`src/rtl/alu_pkg.sv`:
```
// Shared ALU definitions: alu_control op codes, op type and exec-stage FSM states.
// Used by the ALU control decoder and the execute unit.
package alu_pkg;

  typedef logic [3:0] alu_op_t;

  localparam alu_op_t ALU_ADD   = 4'b0000;
  localparam alu_op_t ALU_SUB   = 4'b0001;
  localparam alu_op_t ALU_SLL   = 4'b0010;
  localparam alu_op_t ALU_SLT   = 4'b0011;
  localparam alu_op_t ALU_SLTU  = 4'b0100;
  localparam alu_op_t ALU_XOR   = 4'b0101;
  localparam alu_op_t ALU_SRL   = 4'b0110;
  localparam alu_op_t ALU_SRA   = 4'b0111;
  localparam alu_op_t ALU_OR    = 4'b1000;
  localparam alu_op_t ALU_AND   = 4'b1001;
  localparam alu_op_t ALU_PASSB = 4'b1010;

  typedef enum logic [1:0] {
    IDLE  = 2'd0,
    SHIFT = 2'd1,
    DONE  = 2'd2
  } exec_state_t;

  function automatic logic is_shift_op(alu_op_t op);
    return (op == ALU_SLL) || (op == ALU_SRL) || (op == ALU_SRA);
  endfunction

endpackage

```
`src/rtl/alu_comb_core.sv`:
```
// Combinational ALU core: single-cycle ops on the request operands, plus one
// bounded shift step applied to the iteration's working value.
module alu_comb_core
  import alu_pkg::*;
#(
  parameter int unsigned XLEN   = 32,
  parameter int unsigned STEP_W = 1
) (
  input  alu_op_t           i_op,
  input  logic [XLEN-1:0]   i_a,
  input  logic [XLEN-1:0]   i_b,
  output logic [XLEN-1:0]   o_result,
  input  alu_op_t           i_sh_op,
  input  logic [XLEN-1:0]   i_sh_val,
  input  logic [STEP_W-1:0] i_sh_step,
  output logic [XLEN-1:0]   o_sh_val
);

  always_comb begin
    o_result = i_a + i_b;
    case (i_op)
      ALU_SUB:   o_result = i_a - i_b;
      ALU_SLT:   o_result = {{(XLEN-1){1'b0}}, $signed(i_a) < $signed(i_b)};
      ALU_SLTU:  o_result = {{(XLEN-1){1'b0}}, i_a < i_b};
      ALU_XOR:   o_result = i_a ^ i_b;
      ALU_OR:    o_result = i_a | i_b;
      ALU_AND:   o_result = i_a & i_b;
      ALU_PASSB: o_result = i_b;
      // Only zero-amount shifts take this path; others iterate.
      ALU_SLL, ALU_SRL, ALU_SRA: o_result = i_a;
      default:   o_result = i_a + i_b;
    endcase
  end

  always_comb begin
    o_sh_val = i_sh_val;
    case (i_sh_op)
      ALU_SLL: o_sh_val = i_sh_val << i_sh_step;
      ALU_SRL: o_sh_val = i_sh_val >> i_sh_step;
      ALU_SRA: o_sh_val = $unsigned($signed(i_sh_val) >>> i_sh_step);
      default: o_sh_val = i_sh_val;
    endcase
  end

endmodule

```
`src/rtl/alu_exec_unit.sv`:
```
// Execute-stage ALU with valid/ready handshakes; shifts iterate SHIFT_PER_CYCLE
// bit positions per cycle, everything else completes in one cycle.
module alu_exec_unit
  import alu_pkg::*;
#(
  parameter int unsigned XLEN            = 32,
  parameter int unsigned SHIFT_PER_CYCLE = 1
) (
  input  logic            clk,
  input  logic            rst,
  input  logic            flush_i,
  input  logic            in_valid_i,
  output logic            in_ready_o,
  input  logic [3:0]      alu_control_i,
  input  logic [XLEN-1:0] a_i,
  input  logic [XLEN-1:0] b_i,
  output logic            out_valid_o,
  input  logic            out_ready_i,
  output logic [XLEN-1:0] result_o,
  output logic            zero_o
);

  localparam int unsigned CntW  = $clog2(XLEN);
  localparam int unsigned StepW = $clog2(SHIFT_PER_CYCLE) + 1;

  exec_state_t r_state, w_state_next;
  alu_op_t     r_op;
  logic [XLEN-1:0] r_val, r_result;
  logic [CntW-1:0] r_count;

  logic            w_accept;
  logic [CntW-1:0] w_in_amt;
  logic            w_in_iter;
  logic            w_last_step;
  logic [StepW-1:0] w_step;
  logic [XLEN-1:0] w_core_result, w_sh_val;

  assign w_in_amt    = b_i[CntW-1:0];
  assign w_in_iter   = is_shift_op(alu_control_i) && (w_in_amt != '0);
  assign w_last_step = (r_count <= CntW'(SHIFT_PER_CYCLE));
  // On the last step the remainder is <= SHIFT_PER_CYCLE, so it fits in StepW.
  assign w_step      = w_last_step ? StepW'(r_count) : StepW'(SHIFT_PER_CYCLE);
  assign w_accept    = in_valid_i && in_ready_o;

  alu_comb_core #(
    .XLEN   (XLEN),
    .STEP_W (StepW)
  ) u_core (
    .i_op      (alu_control_i),
    .i_a       (a_i),
    .i_b       (b_i),
    .o_result  (w_core_result),
    .i_sh_op   (r_op),
    .i_sh_val  (r_val),
    .i_sh_step (w_step),
    .o_sh_val  (w_sh_val)
  );

  always_ff @(posedge clk) begin
    if (rst) begin
      r_state <= IDLE;
    end else begin
      r_state <= w_state_next;
    end
  end

  always_comb begin
    w_state_next = r_state;
    if (flush_i) begin
      w_state_next = IDLE;
    end else begin
      case (r_state)
        IDLE: begin
          if (w_accept) w_state_next = w_in_iter ? SHIFT : DONE;
        end
        SHIFT: begin
          if (w_last_step) w_state_next = DONE;
        end
        DONE: begin
          if (out_ready_i) begin
            if (w_accept) w_state_next = w_in_iter ? SHIFT : DONE;
            else          w_state_next = IDLE;
          end
        end
        default: w_state_next = IDLE;
      endcase
    end
  end

  always_comb begin
    in_ready_o  = ((r_state == IDLE) || ((r_state == DONE) && out_ready_i)) && !flush_i;
    out_valid_o = (r_state == DONE);
  end

  always_ff @(posedge clk) begin
    if (rst) begin
      r_op     <= ALU_ADD;
      r_val    <= '0;
      r_count  <= '0;
      r_result <= '0;
    end else if (w_accept) begin
      r_op    <= alu_control_i;
      r_val   <= a_i;
      r_count <= w_in_amt;
      if (!w_in_iter) r_result <= w_core_result;
    end else if ((r_state == SHIFT) && !flush_i) begin
      r_val   <= w_sh_val;
      r_count <= r_count - CntW'(w_step);
      if (w_last_step) r_result <= w_sh_val;
    end
  end

  assign result_o = r_result;
  assign zero_o   = (r_result == '0);

endmodule

```
`config.mk`:
```
export PLATFORM = sky130hd
export DESIGN_NAME = alu_exec_unit
export DESIGN_NICKNAME = d
export VERILOG_FILES = /design/src/rtl/alu_pkg.sv /design/src/rtl/alu_comb_core.sv /design/src/rtl/alu_exec_unit.sv
export SDC_FILE = /design/constraint.sdc
export NUM_CORES = 1
export LEC_CHECK = 0
export ABC_AREA = 1
export CORE_ASPECT_RATIO = 1.1
export CORE_UTILIZATION = 50
export DETAILED_ROUTE_END_ITERATION = 8
export GPL_ROUTABILITY_DRIVEN = 0
export PLACE_DENSITY = 0.69
export SLEW_MARGIN = 20
export SYNTH_ARGS = -nofsm -noshare
export SYNTH_HDL_FRONTEND = slang
export SYNTH_SLANG_ARGS = --single-unit
```
`constraint.sdc`:
```
create_clock -name clk -period 5.3 [get_ports clk]
set_input_delay 1.06 -clock clk [delete_from_list [all_inputs] [get_ports clk]]
set_output_delay 1.06 -clock clk [all_outputs]
set_load 0.02 [all_outputs]
```
Word-level counts from Yosys, hierarchy flattened
Index checks and enable logic that the tools add are counted.
Widths: inputs -> output; s select.

cells by class
  magnitude comparators = 3
  reduce and logical (&&, ||, !) cells = 18
  shift operators = 3
  multiplexer cells = 17
  bitwise operators = 3
  equal/unequal tests = 19
  add/subtract/negate cells = 3

operators by type and width
  cell                count
  $pmux 32 s8         1
  $mux 32             6
  $pmux 32 s3         1
  $lt 32x32->1        2
  $add 32x32->32      1
  $and 32x32->32      1
  $logic_not 32->1    1
  $or 32x32->32       1
  $shl 32x1->32       1
  $shr 32x1->32       1
  $sshr 32x1->32      1
  $sub 32x32->32      1
  $xor 32x32->32      1
  $eq 4x3->1 const B  6
  $eq 4x2->1 const B  3
  $eq 4x4->1 const B  3
  $mux 2              5
  $mux 5              2
  $ne 2x2->1 const B  3
  $pmux 2 s3          1
  $reduce_and 3->1    2
  $le 5x1->1 const B  1
  $logic_and 1x1->1   5
  $reduce_bool 5->1   1
  other kinds (12)    15

word-level totals
  output and inout bits = 35
  input port bits = 73
  bits in registers = 75

Depth between registers and ports, before layout
Gate-level depths: netlist (run 1).

  depth after elaboration = 8
  depth in mapped cells = 19
  depth with buffers taken out = 18

Cells and area by module
From an unflattened synthesis (run 1), not the netlist that was laid out.

unflattened totals
  cell total of the unflattened synthesis = 2,053
  area total of the unflattened synthesis = 11,370.9 um^2

by module, submodules not included
  module         instances  seq. area each (um^2)  cells an instance  area an instance (um^2)
  alu_comb_core  1          0.0                    1,437              7,442.1
  alu_exec_unit  1          1,501.4                616                3,928.8

Least setup slack after synthesis (run 1)
OpenSTA, ideal clock, no wires.

  path kind = input to register
  start point = input port a_i[0]
  end point = register r_result[0], in the netlist result_o[0]
  stages = 16
  arrival = 2.571 ns
  slack = 2.609 ns
  library setup time = 0.119 ns
  path buffers = 0
  cell sequence = inv_1 > ha_1 > inv_1 > fa_1 > nand2_1 > nand3_1 > nand2_1 > nand2_1 > nand2_1 > nand3_1 > nand3b_1 > nand2_1 > nand2_1 > nand3_1 > nand2_1 > a21oi_1

between the ends
  cells in the longest elaborated chain, start to end = 4
  elaborated cells on any way between the ends = 10

ends and longest elaborated chain
  item                                    line                  text
  start: declaration                      alu_exec_unit.sv:15   input logic [XLEN-1:0] a_i,
  $add 32x32->32 (tied with other cells)  alu_comb_core.sv:31   default: o_result = i_a + i_b;
  $pmux 32 s8 *                           alu_comb_core.sv:21   case (i_op)
  $mux 32 *                               alu_exec_unit.sv:105  if (!w_in_iter) r_result <= w_core_result;
  $mux 32 *                               alu_exec_unit.sv:101  end else if (w_accept) begin
  end signal: assignment                  alu_exec_unit.sv:105
  end signal: assignment                  alu_exec_unit.sv:109  if (w_last_step) r_result <= w_sh_val;
  end: declaration                        alu_exec_unit.sv:28   logic [XLEN-1:0] r_val, r_result;

Every way passes the cells marked *; elsewhere a longest branch is shown, timed or not. The select of a mux whose other input is x is not followed.
A chain may end at the register's enable or synchronous reset.

Final worst setup path (run 1)
  start point = input port a_i[9]
  end point = register r_result[22], in the netlist result_o[22]

between the ends
  cells in the longest elaborated chain, start to end = 4
  elaborated cells on any way between the ends = 5

ends and longest elaborated chain
  item                                                     line
  $add 32x32->32 / $sub 32x32->32 (equally long branches)  alu_comb_core.sv:31, alu_comb_core.sv:22
  $pmux 32 s8 *                                            alu_comb_core.sv:21
  $mux 32 *                                                alu_exec_unit.sv:105
  $mux 32 *                                                alu_exec_unit.sv:101

Marks and branches as above.

==> results of run 1 <==
[registers in the layout, summed over array words and instances (netlist names)]
register and flops:
r_state 2, r_op 4, r_val 32, result_o 32, r_count 5
[cells by family after synthesis]
| kind of cell | synth area share [%] |
|---|---|
| buf+inv | 16.01 |
| simple gates | 37.63 |
| xor+xnor | 0.9646 |
| flops | 13.78 |
| fa+ha+maj | 11.51 |
| compound gates | 20.11 |
[cell type report]
class	instances	area, um2	share of cell area [%]
inverter	343	1290	10.49
sequential	75	1501	12.21
clock buffer	13	280.3	2.279
clock inverter	3	43.79	0.3561
timing repair buffer	120	1169	9.502
multi-input combinational	1465	7652	62.22
tap	290	362.8	2.950
[worst min-delay path: stages, from the launching register on]
cell,delay (ns)
dfxtp_1,0.32
nand2_1,0.06
a21oi_1,0.05
[cell usage in the layout, fill, tap and decap left out, types with 3 or more instances in the layout]
cell             Yosys  final
clkdlybuf4s50_1      0    107
clkbuf_8             1      4
nor3_1              12     12
or2_1                3      3
o22ai_1             71     71
buf_4               10     13
a21boi_0             3      3
or2_2               18     18
ha_1                97     97
inv_2                9     10
nand2_1            607    607
o21bai_1            13     13
o211ai_1            13     13
o21ai_0             94     94
a21oi_2              4      4
o21ai_2              5      5
nor2_1             181    180
and3_1               4      4
nor2_2               7      8
nand3_1            116    116
a211oi_1            10     10
dfxtp_1             75     75
o21a_1               3      3
inv_1              332    331
o2111ai_1            8      8
a31oi_1             32     32
xor2_1              11     11
clkbuf_16            0      9
a221oi_1             3      3
o211ai_2             4      4
nor4_1              11     11
o21ai_1              6      6
nand4_1             19     19
a21oi_1             89     89
[metal layers]
| metal | track usage, % | vias up | routed length (um) |
|---|---|---|---|
| li1 | - | 6369 | - |
| met1 | 52.03 | 5891 | 17860 |
| met2 | 57.19 | 691 | 17890 |
| met3 | 5.171 | 88 | 4372 |
| met4 | 12.49 | 0 | 1211 |
| met5 | 0 | - | 0 |
[power groups by stage]
stage	combinational, mW	clock [mW]	sequential (mW)
floorplan	0.712	0	0.657
global placement	1.06	0	0.645
detailed placement	1.07	0	0.645
CTS	1.08	0.670	0.633
global route	1.21	0.700	0.637
finish	1.11	0.663	0.635
[stage by stage]
stage / power (mW) / instances / hold slack, ns
after floorplan: 1.369 / 1971 / 0.4550
after global placement: 1.709 / 2293 / 0.4675
after detailed placement: 1.714 / 2293 / 0.4707
after CTS: 2.378 / 2309 / 0.4794
after global routing: 2.544 / 2309 / 0.5075
final: 2.403 / 2309 / 0.4786
[how the worst max path moves through the flow]
stage                   end  slack (ns)  cells past startpoint
2_1_floorplan   result_o[0]        2.61                     16
3_3_place_gp   result_o[22]        1.44                     15
3_5_place_dp   result_o[22]        1.40                     15
4_1_cts        result_o[22]        1.76                     15
5_1_grt        result_o[18]        1.51                     15
6_report       result_o[22]        1.69                     15
==> results_dict.tcl, run 1 <==
set metrics [dict create \
    swShare_pct 42.22 \
    worstHoldStart "r_val[12]" \
    cts_resized 0 \
    reg2reg_from "r_state[0]" \
    power_density_mw_per_mm2 195.4 \
    hold_end "r_val[12]" \
    synth_ff_type "dfxtp_1" \
    synth_async_sr_flop_share_pct 0 \
    synthesis.nets 2143 \
    syn_to_final_growth_pct 12.88 \
    grt_antenna_before_repair 0 \
    clkLatencyLatePin_ns 0.34 \
    netlist_top_cells_count "nand2_1, inv_1, nor2_1" \
    die_w_um 142.7 \
    dieHeight_um 156.8 \
    fin_crit_sh_pct 68.13 \
    critPathMostFrequentCell "nand2_1" \
    first_pass_iters 6 \
    start_util_pct 50.98 \
    ir_worst_vdd_uv 122.4 \
    avgSynthCellArea_um2 5.528 \
    critPathMaxStageDelay_ns 0.65 \
    rsz0062_at_grt "false" \
    vias 13039 \
    ys_warn_count 0 \
    drt-total-wl_mm 41.33 \
    fin_worst_skew_ns 0.006803 \
    p_int_mw 1.389 \
    synth_top_area_share_pct 20.91 \
    p_leak_nw 6.244 \
    worstPathArrival_ns 3.88 \
    p_seq_share_pct 26.4 \
    reg2reg_depth 10 \
    cts_tree "yes" \
    hpwl_mm 32.59 \
    grt-ovfl-total 0 \
    max_cap_violations 0 \
    place_area_mm2 0.01198 \
    root_buffer "clkbuf_16" \
    clockBufferDepth 2 \
    period_needed_ns 3.611 \
    clock_sinks 75 \
    yosysSeqAreaShare_pct 13.78 \
    grt_pass1_wl_mm 63.36 \
    nets 2186 \
    fin_ws_ns 1.689 \
    hp-class "reg -> reg" \
    synth_area_mm2 0.01090 \
    grt_max_degree 46 \
    fin_area_mm2 0.01230 \
    status "completed" \
    cts_buffers 9 \
    track_usage_pct 36.95 \
    worstSetupPathType "in -> reg" \
    holdPathStages 2 \
    dpl_worst_slack_ns 1.405 \
    path_max_fanout 8 \
    post_drt_via_cell_ratio 5.647 \
    route.detailed.drc 0 \
    clk_pin_slew_ns 0.06 \
    path_buf_inv 3 \
    pin_count 108 \
    fp.dieArea_mm2 0.02239 \
    power_switching_mw 1.015 \
    drive_above_1_share_pct 4.458 \
    fillers 2237 \
    cp-start-kind "primary input" \
    r2r_slack_ns 2.88 \
    critical_path.top_delay_family "simple AND/OR/NAND/NOR gates" \
    cp.required_ns 5.57 \
    fmax_mhz 276.9 \
    r2r_end "result_o[10]" \
    path_cells "clkdlybuf4s50_1 -> inv_1 -> ha_1 -> inv_1 -> a21oi_1 -> nand2_1 -> nand2_1 -> nand3_1 -> nand2_1 -> nand2_1 -> nand2_1 -> nand3_1 -> nand3_1 -> nand2_1 -> a21oi_1" \
    rows 56 \
    antennaDiodeCount 0 \
    cp_slowest_cell "clkdlybuf4s50_1" \
    worstMarginPinSlew_ns 1.106 \
    pwr-share-clk_pct 27.6 \
    yosys.area.top_type "nand2_1" \
    finalSetupViolCount 0 \
    hold_viol 0 \
    synth-edff-count 0 \
    wl_per_cell_um 17.90 \
    synth-seq-cells 75 \
    tns_ns 0 \
    portBuffers 107 \
    post-cts-setup-buffers 0 \
    drt_first_iter_violations 1442 \
    cts_hold_buf 0 \
    synth_area_leaders "nand2_1, dfxtp_1, inv_1" \
    critPathLaunch "a_i[9]" \
    synthCells 1971 \
    p_comb_share_pct 46.0 \
    coreArea_mm2 0.02137 \
    synth.most_common_cell "nand2_1" \
    post-route-util_pct 57.55 \
    end_kind "flip-flop" \
    postRouteAntennaNets 0 \
    report.final.slew_viol_count 0 \
    htree_levels 3 \
    slew_headroom_pct 26.15 \
    grt_pass1_vias 11713 \
    synth.distinct_cells 55 \
]
Power figures use the tool's default switching activity.
==> run 2: changes to the inputs <==
==> constraint.sdc (replaced) <==
create_clock -name clk -period 3.5 [get_ports clk]
set_input_delay 0.7 -clock clk [delete_from_list [all_inputs] [get_ports clk]]
set_output_delay 0.7 -clock clk [all_outputs]
set_load 0.02 [all_outputs]
==> results_dict.tcl, run 2 (synthesis results as in run 1) <==
set metrics [dict create \
    status "completed" \
    drt_first_iter_violations 1655 \
    cts_tree "yes" \
    hold_viol 0 \
    cp-start-kind "primary input" \
    cts_buffers 9 \
    clk_pin_slew_ns 0.06 \
    first_pass_iters 6 \
    worstSetupPathType "in -> reg" \
    power_switching_mw 1.591 \
    postRouteAntennaNets 0 \
    pwr-share-clk_pct 24.7 \
    die_w_um 142.7 \
    htree_levels 3 \
    fmax_mhz 317.7 \
    portBuffers 107 \
    swShare_pct 43.97 \
    stdcell_count 2369 \
    grt-ovfl-total 0 \
    drt-total-wl_mm 43.18 \
    fp.dieArea_mm2 0.02239 \
    r2r_end "result_o[10]" \
    dieHeight_um 156.8 \
    root_buffer "clkbuf_16" \
    rows 56 \
    reg2reg_from "r_state[0]" \
    fillers 2208 \
    slew_headroom_pct 52.03 \
    post_drt_via_cell_ratio 5.698 \
    cp.required_ns 3.72 \
    path_max_fanout 9 \
    place_area_mm2 0.01244 \
    p_comb_share_pct 48.7 \
    finalSetupViolCount 0 \
    grt_pass1_wl_mm 66.44 \
    hp-class "reg -> reg" \
    power_mw 3.619 \
    reg2reg_depth 10 \
    nets 2246 \
    period_needed_ns 3.147 \
    clock_sinks 75 \
    worstHoldStart "r_val[12]" \
    coreArea_mm2 0.02137 \
    syn_to_final_growth_pct 16.73 \
    fin_worst_skew_ns 0.01305 \
    max_cap_violations 0 \
    post-cts-setup-buffers 0 \
    worstMarginPinSlew_ns 0.7188 \
    p_leak_nw 6.503 \
    layout.cells.most_common "nand2_1" \
    r2r_slack_ns 1.28 \
    antennaDiodeCount 0 \
    wl_per_cell_um 18.23 \
    fin_crit_sh_pct 89.93 \
    clockBufferDepth 2 \
    holdPathStages 2 \
    hold_end "r_val[12]" \
    drive_above_1_share_pct 7.167 \
    grt_max_degree 45 \
    clkLatencyLatePin_ns 0.34 \
    rsz0062_at_grt "false" \
    critPathLaunch "a_i[12]" \
    power_density_mw_per_mm2 284.6 \
    cts_resized 0 \
    fin_area_mm2 0.01272 \
    tns_ns 0 \
    pin_count 108 \
    route.detailed.drc 0 \
    track_usage_pct 38.87 \
    hpwl_mm 34.38 \
    start_util_pct 50.98 \
    dp.cells 2353 \
    vias 13498 \
    grt_antenna_before_repair 0 \
    ir_worst_vdd_uv 246.8 \
    p_seq_share_pct 26.6 \
    report.final.slew_viol_count 0 \
    worstPathArrival_ns 3.37 \
    grt_pass1_vias 12202 \
    cts_hold_buf 0 \
    layout_common_cells "nand2_1, inv_1, nor2_1" \
    p_int_mw 2.028 \
    end_kind "flip-flop" \
]
run 2: cell types whose count changed in the layout (fill, tap and decap cells not counted):
| cell | previous run | this run |
|---|---|---|
| bufinv_16 | 1 | 0 |
| clkbuf_1 | 0 | 1 |
| clkinvlp_4 | 0 | 2 |
| buf_12 | 0 | 1 |
| inv_6 | 0 | 1 |
| clkbuf_8 | 4 | 1 |
| buf_4 | 13 | 72 |
run 2: worst max path at each step:
stage	cells past startpoint	to	slack (ns)
2_1_floorplan	16	result_o[0]	1.17
4_1_cts	15	result_o[21]	0.42
6_report	15	result_o[21]	0.35
3_5_place_dp	15	result_o[21]	0.07
3_3_place_gp	15	result_o[21]	0.10
5_1_grt	16	result_o[16]	0.18
run 2: power groups by stage:
stage	clock [mW]	combinational (mW)	sequential (mW)
after global routing	0.927	1.92	0.968
after floorplan	0	1.08	0.996
after CTS	0.895	1.71	0.961
final	0.895	1.76	0.963
after detailed placement	0	1.70	0.979
after global placement	0	1.69	0.978
run 2: worst max-delay path: stages:
cell and delay (ns):
clkdlybuf4s50_1 0.61, inv_1 0.08, ha_1 0.47, nand2_1 0.19
nor2_2 0.25, and3_1 0.19, nand2_1 0.08, nand2_1 0.18
nand2_1 0.10, nand3_1 0.08, nand3_1 0.12, nand2_1 0.10
inv_1 0.05, nand2_1 0.10, a21oi_1 0.07
run 2: area by class of cell:
class                      count  area [um2]  area share, %
inverter                     343        1290          10.14
tap                          290       362.8          2.853
multi-input combinational   1465        7652          60.17
clock inverter                 5       37.54         0.2951
timing repair buffer         180        1632          12.83
clock buffer                  11       242.7          1.909
sequential                    75        1501          11.81
run 2: per-layer routing:
metal	GRT usage (%)	up-vias	routed length, um
li1	-	6514	-
met1	54.30	6104	18270
met2	59.03	781	18230
met3	7.191	99	5275
met4	13.82	0	1403
met5	0	-	0
run 2: metrics by stage:
stage	worst slack, ns	utilization, %	hold WS (ns)
3_3_place_gp	0.1038	58.20	0.4626
5_1_grt	0.1819	59.51	0.5133
3_5_place_dp	0.06881	58.20	0.4780
2_1_floorplan	1.169	-	0.4550
6_report	0.3525	59.51	0.4929
4_1_cts	0.4228	59.51	0.4880
